===== src/rtl/uart_tx_serializer.sv =====
// -----------------------------------------------------------------------------
// uart_tx_serializer
//
// Asynchronous serial transmitter. It sends one frame per accepted word, LSB
// first: start bit (0), NBITS_DATA data bits, an optional even-parity bit, and
// one stop bit (1). The bit period comes from baud_tick, which is a one-cycle
// pulse from the upstream clock divider.
//
// Ports:
//   clk        in   system clock; all logic runs on the rising edge
//   reset      in   synchronous reset, active low
//   baud_tick  in   one-clk pulse per bit period
//   tx_start   in   send request; sampled only while idle
//   tx_data    in   word to send; captured when tx_start is accepted
//   tx_serial  out  serial line; idles high (registered)
//   busy       out  high while a frame is in progress (registered)
//   done       out  one-cycle pulse after the stop bit ends (registered)
//
// Build option:
//   UART_TX_PARITY_EN  when defined, an even-parity bit follows the data bits.
//                      When undefined, DATA goes straight to STOP.
// -----------------------------------------------------------------------------
module uart_tx_serializer #(
    parameter int NBITS_DATA       = 8,
    parameter int NBITS_FOR_BITCNT = $clog2(NBITS_DATA)
) (
    input  logic                  clk,
    input  logic                  reset,
    input  logic                  baud_tick,
    input  logic                  tx_start,
    input  logic [NBITS_DATA-1:0] tx_data,
    output logic                  tx_serial,
    output logic                  busy,
    output logic                  done
);

    typedef enum logic [2:0] {
        IDLE   = 3'd0,
        ALIGN  = 3'd1,
        START  = 3'd2,
        DATA   = 3'd3,
        PARITY = 3'd4,
        STOP   = 3'd5
    } state_t;

    localparam logic [NBITS_FOR_BITCNT-1:0] LAST_BIT = NBITS_FOR_BITCNT'(NBITS_DATA - 1);

    state_t                      state_q, state_d;
    logic [NBITS_DATA-1:0]       shreg_q, shreg_d;
    logic [NBITS_FOR_BITCNT-1:0] bitcnt_q, bitcnt_d;
    logic                        tx_serial_d, busy_d, done_d;

`ifdef UART_TX_PARITY_EN
    // The shift register is consumed while the data bits go out, so the
    // parity of the latched word is computed once at acceptance and held.
    logic parity_q, parity_d;

    function automatic logic even_parity(input logic [NBITS_DATA-1:0] w);
        return ^w;
    endfunction
`endif

    // State and datapath registers; reset has priority over every input,
    // including a coincident baud_tick.
    always_ff @(posedge clk) begin
        if (!reset) begin
            state_q   <= IDLE;
            shreg_q   <= '0;
            bitcnt_q  <= '0;
            tx_serial <= 1'b1;
            busy      <= 1'b0;
            done      <= 1'b0;
`ifdef UART_TX_PARITY_EN
            parity_q  <= 1'b0;
`endif
        end else begin
            state_q   <= state_d;
            shreg_q   <= shreg_d;
            bitcnt_q  <= bitcnt_d;
            tx_serial <= tx_serial_d;
            busy      <= busy_d;
            done      <= done_d;
`ifdef UART_TX_PARITY_EN
            parity_q  <= parity_d;
`endif
        end
    end

    // Next-state and datapath update.
    always_comb begin
        state_d  = state_q;
        shreg_d  = shreg_q;
        bitcnt_d = bitcnt_q;
`ifdef UART_TX_PARITY_EN
        parity_d = parity_q;
`endif
        case (state_q)
            IDLE: begin
                // A tick in the acceptance cycle is deliberately not used:
                // ALIGN waits for the next one so the start bit is a full period.
                if (tx_start) begin
                    shreg_d = tx_data;
`ifdef UART_TX_PARITY_EN
                    parity_d = even_parity(tx_data);
`endif
                    state_d = ALIGN;
                end
            end
            ALIGN: begin
                if (baud_tick) state_d = START;
            end
            START: begin
                if (baud_tick) begin
                    bitcnt_d = '0;
                    state_d  = DATA;
                end
            end
            DATA: begin
                if (baud_tick) begin
                    shreg_d  = shreg_q >> 1;
                    bitcnt_d = bitcnt_q + NBITS_FOR_BITCNT'(1);
                    if (bitcnt_q == LAST_BIT) begin
`ifdef UART_TX_PARITY_EN
                        state_d = PARITY;
`else
                        state_d = STOP;
`endif
                    end
                end
            end
`ifdef UART_TX_PARITY_EN
            PARITY: begin
                if (baud_tick) state_d = STOP;
            end
`endif
            STOP: begin
                if (baud_tick) state_d = IDLE;
            end
            default: state_d = IDLE;
        endcase
    end

    // Outputs are decoded from the next state and registered, so each line
    // change lands one cycle after the tick that caused it.
    always_comb begin
        tx_serial_d = 1'b1;
        busy_d      = 1'b1;
        done_d      = 1'b0;
        case (state_d)
            IDLE: begin
                busy_d = 1'b0;
                done_d = (state_q == STOP);
            end
            START:  tx_serial_d = 1'b0;
            DATA:   tx_serial_d = shreg_d[0];
`ifdef UART_TX_PARITY_EN
            PARITY: tx_serial_d = parity_d;
`endif
            default: ;
        endcase
    end

endmodule


===== config.mk =====
export PLATFORM = sky130hd
export DESIGN_NAME = uart_tx_serializer
export DESIGN_NICKNAME = d
export VERILOG_FILES = /design/src/rtl/uart_tx_serializer.sv
export SDC_FILE = /design/constraint.sdc
export NUM_CORES = 1
export LEC_CHECK = 0
export CAP_MARGIN = 10
export CELL_PAD_IN_SITES_DETAIL_PLACEMENT = 1
export CELL_PAD_IN_SITES_GLOBAL_PLACEMENT = 1
export CORE_MARGIN = 1
export CORE_UTILIZATION = 37
export CTS_CLUSTER_DIAMETER = 80
export DETAILED_ROUTE_END_ITERATION = 8
export MAX_ROUTING_LAYER = met4
export PLACE_DENSITY_LB_ADDON = 0.1
export SLEW_MARGIN = 20
export SYNTH_ARGS = -nofsm -noshare
export SYNTH_HDL_FRONTEND = slang
export SYNTH_SLANG_ARGS = --single-unit

===== constraint.sdc =====
create_clock -name clk -period 2.1 [get_ports clk]
set_input_delay 0.63 -clock clk [delete_from_list [all_inputs] [get_ports clk]]
set_output_delay 0.63 -clock clk [all_outputs]
set_load 0.03 [all_outputs]

==> impl_metrics.csv <==
group,metric,value,unit
floorplan,die_x,47.6,um
logic_synthesis,yosys_warnings,0,
clock_network,h-tree-depth,1,
layout,fill_cells,254,
timing,drv_slew,0,
detailed_routing,routedWlPerCell,12.0,um
timing,setup_ws,0.192,ns
global_routing,overflow,0,
placement,dp_slack,0.0920,ns
logic_synthesis,syn_inst,82,
clock_network,cts-resized-gates,0,
clock_network,cts-hold-fix-buffers,0,
logic_synthesis,yosysTopAreaCell,"dfxtp_1",
clock_network,cts_setup_buffers,0,
floorplan,initial_utilization,0.392,
detailed_routing,vias,633,
timing,finalHoldViolations,0,
logic_synthesis,synth_nets,96,
clock_network,clk_pin_slew,0.10,ns
timing,tightestPinTransition,0.422,ns
timing,period_minus_slack,1.91,ns
timing,finalSetupViolations,0,
logic_synthesis,synth_area,769,sq um
floorplan,io_pins,15,
placement,portBuffers,14,
critical_path,start_kind,"flip-flop",
clock_network,cts_buffers,3,
critical_path,max_stage_delay,0.66,ns
detailed_routing,ant_nets,0,
hold_path,hp-class,"reg -> reg",
timing,clock.fmax,524,MHz
critical_path,crit_buf_inv,1,
floorplan,dieArea,0.00227,sq mm
detailed_routing,wirelength,1500,um
power,p_per_area,675,mW/mm^2
clock_network,worst_skew_pair.late_latency,0.29,ns
clock_network,clockBufferDepth,2,
critical_path,path_class,"reg -> out",
critical_path,crit_path_end_kind,"primary output",
global_routing,grt_pass1_vias,567,
layout,diodes,0,
clock_network,cts_tree,"built",
detailed_routing,viasPerCell,5.06,
clock_network,cts_root_buf,"clkbuf_4",
timing,slew_headroom,0.718,
logic_synthesis,yosys.area.top_type_share,0.442,
outcome,run_status,"finished, final reports clean",
detailed_routing,drt_iter0_markers,2,
critical_path,crit_path_cell_trace,"clkdlybuf4s50_1",
critical_path,critical_path_arrival,1.28,ns
logic_synthesis,synth_area_leaders,"dfxtp_1 44%, a21oi_1 7.8%, a22oi_1 6.8%, nand2_1 4.4%, nor2_1 4.4%",
global_routing,grt_antenna_before_repair,0,
global_routing,grt_max_degree,14,
layout,area_growth,24.4,%
logic_synthesis,ys_seq_area_frac,0.442,
layout,drive_above_1_share,0.153,
logic_synthesis,synth.distinct_cells,28,
critical_path,required,1.47,ns
critical_path,cp_max_fo,1,
timing,rsz0062_at_grt,"false",
floorplan,core,0.00196,sq mm
logic_synthesis,postSynthAreaPerCell,9.38,sq um
clock_network,clock_sinks,17,
placement,place_congestion,0.770,
global_routing,grt_pass1_wl,2480,um
detailed_routing,drtPass1Iterations,2,
critical_path,cpLargestDelayFamily,"buffers and inverters",
placement,dp.final_hpwl,1080,um
power,ir_drop,363,uV
logic_synthesis,synth.ff_latch_count,17,
power,p_leak,0.000358,uW
job,drv_cap,0,
floorplan,rows,16,
timing,setup-tns-final,0,ns
timing,finalClockSkew,0.00258,ns
critical_path,slowest_stage,"clkdlybuf4s50_1",
layout,nets,113,
global_routing,grtUsageTotal,0.169,
timing,post-route-period-util,0.908,
detailed_routing,drc_errors,0,
floorplan,die_h,47.6,um
cells by family after synthesis:
group           count (synthesis)  synth area share
simple gates                   30             0.229
flops                          17             0.442
compound gates                 25             0.223
mux                             1            0.0130
fa+ha+maj                       2            0.0325
buf+inv                         7            0.0602
worst paths after layout:
kind / from / endpoint / slack (ns) / cells past startpoint
worst min register to register: shreg_q[6] / shreg_q[6] / 0.46 / 2
worst max-delay path: tx_serial / tx_serial / 0.19 / 1
worst max register to register: bitcnt_q[0] / tx_serial / 0.63 / 6
worst min-delay path: shreg_q[6] / shreg_q[6] / 0.46 / 2
power breakdown:
| group | total (uW) | switching (uW) | internal, uW |
|---|---|---|---|
| sequential | 359 | 18.2 | 340 |
| clock | 180 | 106 | 73.8 |
| combinational | 108 | 48.8 | 59.0 |
synth_stat cells:
| library cell | count |
|---|---|
| or3b_2 | 1 |
| dfxtp_1 | 17 |
| o21ai_0 | 2 |
| nor3b_1 | 1 |
| nand4_1 | 1 |
| ha_1 | 2 |
| nor2_2 | 1 |
| a22oi_1 | 7 |
| nand3_1 | 2 |
| and4_1 | 1 |
| a22oi_2 | 1 |
| a21oi_1 | 12 |
| buf_2 | 1 |
| buf_6 | 2 |
| nand2_1 | 9 |
| nor4_1 | 1 |
| clkbuf_1 | 2 |
| inv_1 | 1 |
| o21ai_2 | 1 |
| mux2i_1 | 1 |
| nand3b_1 | 1 |
| a21boi_4 | 1 |
| and4b_4 | 1 |
| nor4b_4 | 1 |
| and3b_2 | 1 |
| buf_4 | 1 |
| nor2_1 | 9 |
| a2bb2oi_1 | 1 |
placed cells by master, fill, tap and decap left out:
cell,n
nor4_1,1
dfxtp_1,17
or3b_2,1
ha_1,2
nand4_1,1
nor4b_4,1
clkbuf_1,1
clkbuf_4,3
a21oi_1,12
nand3_1,2
a2bb2oi_1,1
inv_1,1
and3b_2,1
a21boi_4,1
o21ai_2,1
nor3b_1,1
o21ai_0,2
buf_4,4
a22oi_2,1
and4b_4,1
a22oi_1,7
nor2_1,9
clkdlybuf4s50_1,14
mux2i_1,1
nand3b_1,1
and4_1,1
nor2_2,1
nand2_1,9
registers in the layout (all words and copies together) (netlist names):
signal,count
bitcnt_q,3
busy,1
done,1
shreg_q,8
state_q,3
tx_serial,1
stage by stage:
step,hold WS (ns),instances,total power (uW),utilization,cell area (sq um)
global placement,0.446,121,474,0.474,931
global route,0.478,125,684,0.488,957
finish,0.461,125,646,0.488,957
CTS,0.463,125,660,0.488,957
floorplan,0.436,82,431,-,769
detailed placement,0.448,121,476,0.474,931
layer usage:
| layer | vias up | track usage | part of all wire |
|---|---|---|---|
| li1 | 325 | - | - |
| met1 | 295 | 0.211 | 0.46 |
| met2 | 11 | 0.247 | 0.48 |
| met3 | 2 | 0.0491 | 0.051 |
| met4 | 0 | 0.0833 | 0.010 |
| met5 | - | - | 0 |
cell type report:
class	count	area, sq um	share of cell area
clock buffers	4	26.3	0.0275
inverters	1	3.75	0.00392
multi-input cells	58	383	0.400
flip-flops and latches	17	340	0.356
well taps	27	33.8	0.0353
repair buffers	18	170	0.178
No activity file was read; power rests on OpenSTA's default activity.
